File: config.mk
export PLATFORM = sky130hd
export DESIGN_NAME = rv_store
export DESIGN_NICKNAME = d
export VERILOG_FILES = /design/src/rtl/rv_store.sv
export SDC_FILE = /design/constraint.sdc
export NUM_CORES = 1
export LEC_CHECK = 0
export ABC_AREA = 1
export CELL_PAD_IN_SITES_DETAIL_PLACEMENT = 1
export CELL_PAD_IN_SITES_GLOBAL_PLACEMENT = 1
export CORE_MARGIN = 1.5
export CORE_UTILIZATION = 30
export DETAILED_ROUTE_END_ITERATION = 10
export PLACE_DENSITY = 0.7
export SKIP_CTS_REPAIR_TIMING = 1
export SLEW_MARGIN = 20
export SYNTH_ARGS = -nofsm -noshare
export SYNTH_HDL_FRONTEND = slang
export SYNTH_SLANG_ARGS = --single-unit
File: constraint.sdc
create_clock -name i_clk -period 12.61 [get_ports i_clk]
set_input_delay 1.261 -clock i_clk [delete_from_list [all_inputs] [get_ports i_clk]]
set_output_delay 1.261 -clock i_clk [all_outputs]
set_load 0.02 [all_outputs]
File: src/rtl/rv_store.sv
// rv_store: store unit between the memory stage and a simple request/ack
// write bus. It maps SB/SH/SW onto byte lanes and flags misaligned or
// illegal stores. Storage is one active slot that drives the bus plus one
// queued slot. An active transaction that never sees an ack is abandoned
// after TIMEOUT_CYCLES request cycles.
//
// Ports
//   i_clk, i_reset          clock, asynchronous active-high reset
//   i_flush                 drops the queued (not yet issued) store
//   i_valid/i_funct3/i_addr/i_data   store request; o_ready = slot free
//   o_fault/o_fault_addr    one-cycle pulse for a misaligned/illegal store
//   o_bus_req/o_bus_addr/o_bus_wdata/o_bus_sel, i_bus_ack   write bus
//   o_bus_err               one-cycle pulse when the active store times out
//   o_busy                  any store active or queued
//
// state    | meaning
// IDLE     | no active slot, queue empty
// ACTIVE   | active slot on the bus, queue empty
// ACTIVE_Q | active slot on the bus, queued slot full (o_ready low)
module rv_store #(
    parameter int unsigned TIMEOUT_CYCLES = 255
) (
    input  logic        i_clk,
    input  logic        i_reset,
    input  logic        i_flush,
    input  logic        i_valid,
    input  logic [2:0]  i_funct3,
    input  logic [31:0] i_addr,
    input  logic [31:0] i_data,
    output logic        o_ready,
    output logic        o_fault,
    output logic [31:0] o_fault_addr,
    output logic        o_bus_req,
    output logic [31:0] o_bus_addr,
    output logic [31:0] o_bus_wdata,
    output logic [3:0]  o_bus_sel,
    input  logic        i_bus_ack,
    output logic        o_bus_err,
    output logic        o_busy
);
    typedef enum logic [1:0] {
        IDLE     = 2'd0,
        ACTIVE   = 2'd1,
        ACTIVE_Q = 2'd2
    } state_t;

    // The timeout fires in the cycle whose no-ack count would reach TIMEOUT_CYCLES.
    localparam logic [7:0] TO_LAST = 8'(TIMEOUT_CYCLES - 1);

    state_t      state_q, state_d;
    logic [31:0] act_addr_q, act_addr_d;
    logic [31:0] act_wdata_q, act_wdata_d;
    logic [3:0]  act_sel_q, act_sel_d;
    logic [31:0] que_addr_q, que_addr_d;
    logic [31:0] que_wdata_q, que_wdata_d;
    logic [3:0]  que_sel_q, que_sel_d;
    logic [7:0]  cnt_q, cnt_d;
    logic        fault_q, fault_d;
    logic [31:0] fault_addr_q, fault_addr_d;

    logic [31:0] map_addr, map_wdata;
    logic [3:0]  map_sel;
    logic        bad, accept, take, bus_req, timeout, done;

    always_comb begin
        map_addr  = {i_addr[31:2], 2'b00};
        map_sel   = 4'b0000;
        map_wdata = i_data;
        bad       = 1'b0;
        case (i_funct3)
            3'b000: begin
                map_sel   = 4'b0001 << i_addr[1:0];
                map_wdata = {4{i_data[7:0]}};
            end
            3'b001: begin
                map_sel   = i_addr[1] ? 4'b1100 : 4'b0011;
                map_wdata = {2{i_data[15:0]}};
                bad       = i_addr[0];
            end
            3'b010: begin
                map_sel = 4'b1111;
                bad     = (i_addr[1:0] != 2'b00);
            end
            default: bad = 1'b1;
        endcase
    end

    assign bus_req = (state_q != IDLE);
    assign o_ready = (state_q != ACTIVE_Q);
    assign accept  = i_valid & o_ready & ~i_flush;
    assign take    = accept & ~bad;
    // An ack in the same cycle wins over the timeout.
    assign timeout = bus_req & ~i_bus_ack & (cnt_q == TO_LAST);
    assign done    = bus_req & (i_bus_ack | timeout);

    always_comb begin
        state_d      = state_q;
        act_addr_d   = act_addr_q;
        act_wdata_d  = act_wdata_q;
        act_sel_d    = act_sel_q;
        que_addr_d   = que_addr_q;
        que_wdata_d  = que_wdata_q;
        que_sel_d    = que_sel_q;
        cnt_d        = cnt_q;
        fault_d      = accept & bad;
        fault_addr_d = (accept & bad) ? i_addr : fault_addr_q;
        case (state_q)
            IDLE: begin
                cnt_d = 8'd0;
                if (take) begin
                    act_addr_d  = map_addr;
                    act_wdata_d = map_wdata;
                    act_sel_d   = map_sel;
                    state_d     = ACTIVE;
                end
            end
            ACTIVE: begin
                if (done) begin
                    cnt_d = 8'd0;
                    if (take) begin
                        act_addr_d  = map_addr;
                        act_wdata_d = map_wdata;
                        act_sel_d   = map_sel;
                    end else begin
                        state_d = IDLE;
                    end
                end else begin
                    cnt_d = cnt_q + 8'd1;
                    if (take) begin
                        que_addr_d  = map_addr;
                        que_wdata_d = map_wdata;
                        que_sel_d   = map_sel;
                        state_d     = ACTIVE_Q;
                    end
                end
            end
            ACTIVE_Q: begin
                if (done) begin
                    cnt_d = 8'd0;
                    if (i_flush) begin
                        state_d = IDLE;
                    end else begin
                        act_addr_d  = que_addr_q;
                        act_wdata_d = que_wdata_q;
                        act_sel_d   = que_sel_q;
                        state_d     = ACTIVE;
                    end
                end else begin
                    cnt_d = cnt_q + 8'd1;
                    if (i_flush) begin
                        state_d = ACTIVE;
                    end
                end
            end
            default: state_d = IDLE;
        endcase
    end

    always_ff @(posedge i_clk or posedge i_reset) begin
        if (i_reset) begin
            state_q      <= IDLE;
            act_addr_q   <= 32'd0;
            act_wdata_q  <= 32'd0;
            act_sel_q    <= 4'd0;
            que_addr_q   <= 32'd0;
            que_wdata_q  <= 32'd0;
            que_sel_q    <= 4'd0;
            cnt_q        <= 8'd0;
            fault_q      <= 1'b0;
            fault_addr_q <= 32'd0;
        end else begin
            state_q      <= state_d;
            act_addr_q   <= act_addr_d;
            act_wdata_q  <= act_wdata_d;
            act_sel_q    <= act_sel_d;
            que_addr_q   <= que_addr_d;
            que_wdata_q  <= que_wdata_d;
            que_sel_q    <= que_sel_d;
            cnt_q        <= cnt_d;
            fault_q      <= fault_d;
            fault_addr_q <= fault_addr_d;
        end
    end

    assign o_fault      = fault_q;
    assign o_fault_addr = fault_addr_q;
    assign o_bus_req    = bus_req;
    assign o_bus_addr   = act_addr_q;
    assign o_bus_wdata  = act_wdata_q;
    assign o_bus_sel    = act_sel_q;
    assign o_bus_err    = timeout;
    assign o_busy       = bus_req;
endmodule

[Word level (Yosys, flattened, before mapping)]
Cells that the tools add are included.
Cells by class
  reduce and logical (&&, ||, !) cells: 10
  equality and inequality tests: 13
  add/sub/neg operators: 1
  order comparisons: 0
  $mul: 0
  bitwise logic cells: 12
  shifts and indexed selects: 1
  multiplexer cells: 29
  divide/modulo/power cells: 0
Operators with widths (count)
  two-way mux 32 bit: 8
  one-hot mux 32 bit (3 select lines): 2
  one-hot mux 32 bit (2 select lines): 1
  one-hot mux 4 bit (3 select lines): 2
  two-way mux 4 bit: 5
  one-hot mux 8 bit (2 select lines): 1
  two-way mux 2 bit: 6
  inequality test 2 bit (second input constant): 5
  inequality test 3 bit (second input constant): 3
  adder 8 x 1 -> 8 bit (second input constant): 1
  equality test 8 bit (second input constant): 1
  two-way mux 8 bit: 1
  AND reduction 4 bit: 2
  AND 1 bit: 7
  one-hot mux 2 bit (3 select lines): 1
  nonzero test 2 bit: 3
  NOT 1 bit: 4
  left shift 1 x 2 -> 4 bit (first input constant): 1
  equality test 3 x 1 -> 1 bit (second input constant): 1
  equality test 3 x 2 -> 1 bit (second input constant): 1
  zero test 3 bit: 1
  one-hot mux 1 bit (3 select lines): 1
  AND reduction 3 bit: 1
  nonzero test 3 bit: 1
  6 further kinds: 6
Word-level totals
  flip-flop bits (word level): 177
  latch bits: 0
  input bits: 72
  memories: 0
  bits in writable memories: 0
  memory bits (read-only): 0
  word-level logic and storage cells: 76

[Logic depth before layout (Yosys ltp)]
Gate-level depths: netlist of run 1.
  depth after elaboration: 7
  mapped depth: 14
  mapped depth without buffers: 12

[Worst setup path after synthesis of run 1]
Ideal clock, no wire load.
  path type: input -> output
  from: input port i_bus_ack
  to: output port o_bus_err
  buffers on the path: 0
  stages on the path: 5
  data arrival time: 1.688 ns
  setup slack: 9.661 ns
  path through: inv_1 nand2_1 nor2_1 nand2_1 inv_1
Between the ends
  word-level cells in the longest chain between the ends: 3
Ends and longest elaborated chain
  start: declaration: RTL line 37  | input logic i_bus_ack,
  NOT 1 bit: RTL line 93  | assign timeout = bus_req & ~i_bus_ack & (cnt_q == TO_LAST);
  AND 1 bit (2 in a row): RTL line 93
  end: declaration: RTL line 38  | output logic o_bus_err,
Every way passes these cells.

[Worst setup path in the final report of run 1]
Same ends and word-level chain as after synthesis.

==> reports/metrics.cfg, run 1 <==
[timing]
finalSetupViolCount=0
skew_ns=0.0137
finalSetupTns_ns=0
relSlewSlack_pct=34.6
fmaxAchievable_mhz=257
period_needed_ns=3.89
drv_slew=0
hold_viol=0
rsz0062_at_grt=no
worst_slack_ns=8.72
tightest_slew_ns=0.981
fin_crit_sh_pct=30.9

[final_layout]
drive_above_1_share_pct=4.73
register_area_sq_um=4380
area_delta_synth_final_pct=31.1
final_cell_mix=nand2_1 (442), dfrtp_1 (175), clkdlybuf4s50_1 (174), o21ai_0 (123), nand4_1 (73)
multi_input_comb_area_sq_um=3280
fill_cells=3210
layout_commonest_cell=nand2_1
fin_nets=1248
antenna_cells=0

[critical_path]
cp.required_ns=11.35
worst_path_max_delay_cell=clkdlybuf4s50_1
max_stage_delay_ns=0.60
worstSetupPathType=primary input to output pin
path_cells=clkdlybuf4s50_1 > inv_1 > nand2_1 > nor2_1 > nand2_1 > inv_1 > clkdlybuf4s50_1
critPathCaptureType=output pin
cp_max_fo=3
cp-start-kind=primary input
cp.arrival_ns=2.63

[logic_synthesis]
synth_async_sr_flop_share_pct=100
synth-edff-count=0
syn_inst=1038
synth_area_sq_um=8210
ys.flop_type=dfrtp_1
yosysUniqueCellTypes=27
ys_seq_area_share_pct=53.4
ys_ff_latch=175
yosys_warnings=0
avgSynthCellArea_sq_um=7.91

[clock_network]
ctsRootBufferMaster=clkbuf_16
cts_tree=done
cts.sink_count=175
cts_buffer_depth=2
clock_latency_ns=0.43
cts_made_buffers=17
htree_levels=4
clk_pin_slew_worst_paths_ns=0.07

[run_status]
outcome=completed

[global_routing]
antenna_found_initial=0
grt_max_degree=101
grt_pass1_vias=7760
grt_pass1_wl_um=41200
grt.total_usage_pct=18.3
grt_overflow=0

[floorplanning]
rows=60
core_area_sq_um=26900
initial_core_util_pct=30.5
io_pins=177
fp.dieH_um=168
dieArea_sq_um=28400
die_w_um=168

[flow_run]
maxCapViolCount=0

[placed_design]
pre_cts_slack_ns=8.35
port_buffers=174
place_congestion=0.791
hpwl_um=16400

[worst_hold_path]
hold_class=flop to flop

[power]
power.leakage_nw=5.18
ir_worst_vdd_v=0.0000909
cellPowerDensity_nw_per_um2=233

[drt]
vias=7442
antenna_left=0
drtIter0Drc=417
drc=0
routed_wl_um=25000
wire_per_inst_um=16.4
first_pass_iters=4
drt-vias-per-instance=4.88

## sequential cells by signal (all words and copies together) (netlist names), 4 cells and up
| register | cells |
|---|---|
| o_bus_addr | 30 |
| o_bus_wdata | 32 |
| o_fault_addr | 32 |
| que_sel_q | 4 |
| cnt_q | 8 |
| que_addr_q | 30 |
| que_wdata_q | 32 |
| o_bus_sel | 4 |
## cell families (layout without fill, tap and decap cells)
family | after synthesis | count (layout) | share of synthesized area, %
xor gates and xnor gates | 5 | 5 | 0.534
other | 1 | 2 | 0.0457
adders and majority gates | 6 | 6 | 0.915
and+or+nand+nor | 563 | 563 | 28.7
AOI/OAI and AO/OA | 149 | 149 | 9.21
buffers and inverters | 139 | 283 | 7.24
DFF | 175 | 175 | 53.4
## final cells by class
| cell class | count | area share (%) |
|---|---|---|
| well taps | 341 | 3.97 |
| multi-input cells | 725 | 30.5 |
| flip-flops and latches | 175 | 40.7 |
| repair buffers | 182 | 16.8 |
| clock inverters | 15 | 1.59 |
| inverters | 69 | 2.45 |
| clock buffers | 17 | 3.96 |
## cell usage after synthesis, types with 2 or more instances
master | number | area [sq um]
buf_4 | 3 | 22.5
buf_2 | 19 | 95.1
o21ai_1 | 21 | 105
xor2_1 | 3 | 26.3
nand3_1 | 22 | 110
buf_1 | 5 | 18.8
buf_6 | 5 | 56.3
xnor2_1 | 2 | 17.5
inv_1 | 65 | 244
ha_1 | 6 | 75.1
nand2_1 | 444 | 1670
clkbuf_1 | 38 | 143
nor2_1 | 18 | 67.6
dfrtp_1 | 175 | 4380
nand4_1 | 73 | 457
a21oi_1 | 2 | 10.0
inv_2 | 4 | 15.0
o21ai_0 | 123 | 616
nor2_2 | 2 | 12.5
## layer usage
| layer | global-route usage (%) | vias up | share of wire, % |
|---|---|---|---|
| met1 | 24.1 | 3651 | 46 |
| met2 | 30.6 | 156 | 48 |
| met4 | 5.75 | 0 | 2.2 |
| met3 | 3.34 | 35 | 3.7 |
| met5 | 0 | - | 0 |
| li1 | - | 3600 | - |
## power breakdown
group,leakage (nW),switching [mW],internal [mW]
sequential,2.22,0.134,0.802
combinational,2.67,0.630,0.408
clock,0.285,0.267,0.268
total,5.18,1.03,1.48
## metrics by stage
stage	hold slack (ns)	total power, mW	util [%]	instances	instance area, sq um
detailed placement	0.457	2.00	37.8	1492	10100
global route	0.497	2.69	40.0	1524	10800
floorplan	0.442	1.52	-	1039	8210
CTS	0.474	2.55	40.0	1524	10700
global placement	0.454	1.96	37.8	1492	10100
finish	0.469	2.51	40.0	1524	10800
## critical path: cells and delay by family
family,cells,cell delay [ns]
AND/OR/NAND/NOR,3,0.22
buffers and inverters,4,1.15
## path summary, 6_finish.rpt
check	startpoint	to	slack (ns)	cells past startpoint
max	i_bus_ack	o_bus_err	8.72	7
min	o_bus_addr[9]$_DFFE_PP0P_	o_bus_addr[9]$_DFFE_PP0P_	0.47	2
max reg2reg	state_q[1]$_DFFE_PP0P_	que_addr_q[26]$_DFFE_PP0P_	9.16	11
min reg2reg	o_bus_addr[9]$_DFFE_PP0P_	o_bus_addr[9]$_DFFE_PP0P_	0.47	2
max in group asynchronous	i_reset	o_bus_wdata[16]$_DFFE_PP0P_	9.91	3
min in group asynchronous	i_reset	o_fault_addr[27]$_DFFE_PP0P_	1.39	2
(Power assumes the default switching activity.)
==> run 2: changes to the inputs <==
--- a/config.mk
+++ b/config.mk
@@ -11,7 +11,7 @@
 export CORE_MARGIN = 1.5
 export CORE_UTILIZATION = 30
 export DETAILED_ROUTE_END_ITERATION = 10
-export PLACE_DENSITY = 0.7
+export PLACE_DENSITY = 0.72
 export SKIP_CTS_REPAIR_TIMING = 1
 export SLEW_MARGIN = 20
 export SYNTH_ARGS = -nofsm -noshare
==> constraint.sdc (replaced) <==
create_clock -name i_clk -period 3.5 [get_ports i_clk]
set_input_delay 0.35 -clock i_clk [delete_from_list [all_inputs] [get_ports i_clk]]
set_output_delay 0.35 -clock i_clk [all_outputs]
set_load 0.02 [all_outputs]
==> run 2 against run 1 <==
Register-to-register slack worse by 8.4 ns. Critical path depth decreased by 2. Non-clock buffer count increased by 5. First-iteration DRC count increased by 0.72%. Via count decreased by 0.27%. Cell area up 0.38%. Combinational power rose to 3.6 times the previous value. Global-route usage is 0.51 points higher.
==> reports/metrics.cfg, run 2 (synthesized netlist as in run 1, its figures left out) <==
[power]
ir_worst_vdd_v=0.000344
cellPowerDensity_nw_per_um2=837
power.leakage_nw=5.19

[critical_path]
cp.arrival_ns=2.40
reg2reg_depth=10
r2r-end=que_addr_q[2]$_DFFE_PP0P_
r2r_start=state_q[0]$_DFFE_PP0P_
cp-start-kind=flop
cp_max_fo=37
worstSetupPathType=flop to output pin
timing.reg2reg.setup_slack_ns=0.77
cp.required_ns=3.15
critPathCaptureType=output pin

[clock_network]
cts_tree=done
htree_levels=4
cts_buffer_depth=2
cts.sink_count=175
clock_latency_ns=0.43
ctsRootBufferMaster=clkbuf_16
clk_pin_slew_worst_paths_ns=0.07
cts_made_buffers=17

[floorplanning]
fp.dieH_um=168
rows=60
io_pins=177
dieArea_sq_um=28400
initial_core_util_pct=30.5
die_w_um=168
core_area_sq_um=26900

[placed_design]
hpwl_um=16800
port_buffers=174
place_congestion=0.800

[drt]
drtIter0Drc=420
first_pass_iters=4
wire_per_inst_um=16.6
antenna_left=0
drc=0
routed_wl_um=25400
vias=7422
drt-vias-per-instance=4.85

[global_routing]
antenna_found_initial=0
grt.total_usage_pct=18.8
grt_pass1_vias=7888
grt_overflow=0
grt_pass1_wl_um=42300
grt_max_degree=95

[timing]
skew_ns=0.0104
period_needed_ns=2.75
fmaxAchievable_mhz=364
tightest_slew_ns=0.825
rsz0062_at_grt=no
hold_viol=0
drv_slew=0
relSlewSlack_pct=45.0
finalSetupViolCount=0
fin_crit_sh_pct=78.5
finalSetupTns_ns=0

[final_layout]
final_util_pct=40.2
drive_above_1_share_pct=5.13
fin_nets=1253
antenna_cells=0
layout_commonest_cell=nand2_1
area_delta_synth_final_pct=31.6
fill_cells=3242
final_cell_mix=nand2_1 (442), dfrtp_1 (175), clkdlybuf4s50_1 (174), o21ai_0 (123), nand4_1 (73)

[flow_run]
maxCapViolCount=0

[worst_hold_path]
hold_class=primary input to asynchronous set/reset pin

[run_status]
outcome=completed

[run 2: critical path, cell delays in order, from the launching register on]
cell and delay (ns):
dfrtp_1 0.42, inv_1 0.12, ha_4 0.27, inv_2 0.09, buf_4 0.38, clkdlybuf4s50_1 0.69
[run 2: through the flow]
stage	total power, mW	cells	hold slack (ns)	area [sq um]	setup WS [ns]
floorplan	5.48	1039	0.442	8210	0.911
global placement	7.10	1497	0.452	10200	0.783
detailed placement	7.24	1497	0.458	10200	0.719
CTS	9.17	1529	0.464	10800	0.700
global route	9.71	1529	0.485	10800	0.530
finish	9.04	1529	0.427	10800	0.752
[run 2: final cells by class]
type	instances	area [sq um]	area share, %
Inverter	69	263	2.43
Tap cell	341	427	3.95
Multi-Input combinational cell	725	3280	30.4
Clock inverter	15	143	1.32
Clock buffer	17	425	3.94
Timing Repair Buffer	187	1880	17.4
Sequential cell	175	4380	40.6
[run 2: how the worst max path moves through the flow]
stage	startpoint	endpoint	slack [ns]	depth (start not counted)
floorplan	i_reset	cnt_q[0]$_DFFE_PP0P_	0.91	1
global placement	state_q[1]$_DFFE_PP0P_	o_bus_wdata[1]$_DFFE_PP0P_	0.78	12
detailed placement	i_funct3[2]	que_addr_q[25]$_DFFE_PP0P_	0.72	8
CTS	state_q[0]$_DFFE_PP0P_	o_ready	0.70	5
global route	state_q[1]$_DFFE_PP0P_	o_bus_wdata[1]$_DFFE_PP0P_	0.53	12
finish	state_q[0]$_DFFE_PP0P_	o_ready	0.75	5
[run 2: power breakdown]
part | switching (mW) | total (mW) | leakage, nW | internal, mW
Clock | 0.934 | 1.88 | 0.272 | 0.949
Combinational | 2.27 | 3.77 | 2.70 | 1.50
Sequential | 0.490 | 3.38 | 2.22 | 2.89
Total | 3.70 | 9.04 | 5.19 | 5.34
[run 2: metal layers]
metal | track usage [%] | wire length (um)
met5 | 0 | 0
met2 | 32.0 | 12300
met1 | 24.7 | 11700
met4 | 4.43 | 339
met3 | 3.67 | 1030
==> run 3: changes to the inputs <==
==> constraint.sdc (replaced) <==
create_clock -name i_clk -period 2.5 [get_ports i_clk]
set_input_delay 0.25 -clock i_clk [delete_from_list [all_inputs] [get_ports i_clk]]
set_output_delay 0.25 -clock i_clk [all_outputs]
set_load 0.02 [all_outputs]
==> run 3 against run 2 <==
Sequential cell count unchanged. Clock-buffer cell count stayed put. Critical endpoint is now o_bus_addr[26]$_DFFE_PP0P_. Highest routed layer unchanged. Cell count increased by 0.33%. Die area is the same.
==> reports/metrics.cfg, run 3 (synthesized netlist as in run 1, its figures left out) <==
[drt]
first_pass_iters=4
routed_wl_um=26000
vias=7501
wire_per_inst_um=16.9
drt-vias-per-instance=4.89
antenna_left=0
drtIter0Drc=482
drc=0

[final_layout]
drive_above_1_share_pct=5.62
fin_nets=1258
final_area_sq_um=11000
final_util_pct=40.7
antenna_cells=0
layout_commonest_cell=nand2_1
area_delta_synth_final_pct=33.5
final_cell_mix=nand2_1 (442), dfrtp_1 (174), clkdlybuf4s50_1 (172), o21ai_0 (123), nand4_1 (73)

[timing]
fmaxAchievable_mhz=438
tightest_slew_ns=0.864
fin_crit_sh_pct=91.3
hold_viol=0
finalSetupViolCount=0
skew_ns=0.00949
relSlewSlack_pct=42.4
rsz0062_at_grt=no
worst_hold_slack_ns=0.0966
finalSetupTns_ns=0
drv_slew=0
period_needed_ns=2.28

[floorplanning]
io_pins=177
rows=60
fp.dieH_um=168
initial_core_util_pct=30.5
dieArea_sq_um=28400
die_w_um=168
core_area_sq_um=26900

[placed_design]
placed_area_sq_um=10300
place_congestion=0.792
port_buffers=174
hpwl_um=16900

[flow_run]
maxCapViolCount=0

[clock_network]
cts_buffer_depth=2
ctsRootBufferMaster=clkbuf_16
cts.sink_count=175
cts_tree=done
cts_made_buffers=17
htree_levels=4
clock_latency_ns=0.43
clk_pin_slew_worst_paths_ns=0.07

[critical_path]
cp.required_ns=2.86
worstSetupPathType=flop to flop
crit_path_frequent_cell=nand2_1
critPathCaptureType=flop
max_stage_delay_ns=0.44
cp.arrival_ns=2.64
cp_max_fo=43
path_cells=inv_1 > ha_1 > inv_2 > nand2_1 > nor2_1 > nand2_1 > nand2_1 > nand2_1 > o21ai_4 > nand3_2 > buf_4 > nand2_1 > nand2_1
cp-start-kind=flop
worst_path_max_delay_cell=buf_4
path_delay_family=simple AND/OR/NAND/NOR gates
crit_buf_inv=3

[global_routing]
grt_pass1_wl_um=42700
grt_max_degree=99
antenna_found_initial=0
grt_pass1_vias=7864
grt_overflow=0
grt.total_usage_pct=19.0

[run_status]
outcome=completed

[power]
power.internal_mw=7.82
clock_power_share_pct=22.4
power_switching_mw=5.25
cellPowerDensity_nw_per_um2=1190
combPwrFrac_pct=41.0
ir_worst_vdd_v=0.000495
finalPower_mw=13.1
power.leakage_nw=5.29
switching_share_pct=40.1
power_frac_seq_pct=36.5

[worst_hold_path]
hold_class=primary input to asynchronous set/reset pin

[run 3: through the flow]
stage	instances	worst slack (ns)
2_1_floorplan	1039	0.0113
5_1_grt	1534	0.0372
6_report	1534	0.217
3_3_place_gp	1502	0.209
3_5_place_dp	1502	0.145
4_1_cts	1534	-0.103
[run 3: worst register-to-register path, delay by kind of cell (launching register included)]
family	cells	cell delay, ns
buf+inv	3	0.68
flops	1	0.43
simple gates	8	0.73
compound gates	1	0.09
fa+ha+maj	1	0.27
[run 3: cell type report]
cell class / count / area [sq um]
Clock buffer: 17 / 425
Timing Repair Buffer: 192 / 1960
Fill cell: 3228 / 15900
Multi-Input combinational cell: 725 / 3280
Sequential cell: 175 / 4380
Inverter: 69 / 263
Tap cell: 341 / 427
Clock inverter: 15 / 214
[run 3: final timing paths]
kind	endpoint	from	cells past startpoint	slack (ns)
min in group i_clk	que_addr_q[5]$_DFFE_PP0P_	i_addr[5]	3	0.40
hold reg to reg	o_bus_wdata[6]$_DFFE_PP0P_	o_bus_wdata[6]$_DFFE_PP0P_	2	0.48
hold / removal	o_bus_addr[27]$_DFFE_PP0P_	i_reset	2	0.1
setup reg to reg	o_bus_addr[26]$_DFFE_PP0P_	state_q[0]$_DFFE_PP0P_	13	0.22
setup / recovery	o_bus_addr[26]$_DFFE_PP0P_	state_q[0]$_DFFE_PP0P_	13	0.22
max in group asynchronous	state_q[1]$_DFFE_PP0P_	i_reset	3	1.58
[run 3: per-layer routing]
metal / part of all wire, % / global-route usage (%)
met2: 48 / 31.7
met1: 46 / 25.6
met5: 0 / 0
met4: 1.8 / 5.43
met3: 3.6 / 2.87
[run 3: power groups by stage]
| stage | Clock (mW) | Combinational [mW] | Sequential, mW |
|---|---|---|---|
| floorplan | 0 | 2.20 | 5.47 |
| global placement | 0 | 5.26 | 4.75 |
| detailed placement | 0 | 5.40 | 4.81 |
| CTS | 2.99 | 5.43 | 4.78 |
| global route | 3.10 | 5.91 | 4.92 |
| finish | 2.93 | 5.36 | 4.77 |
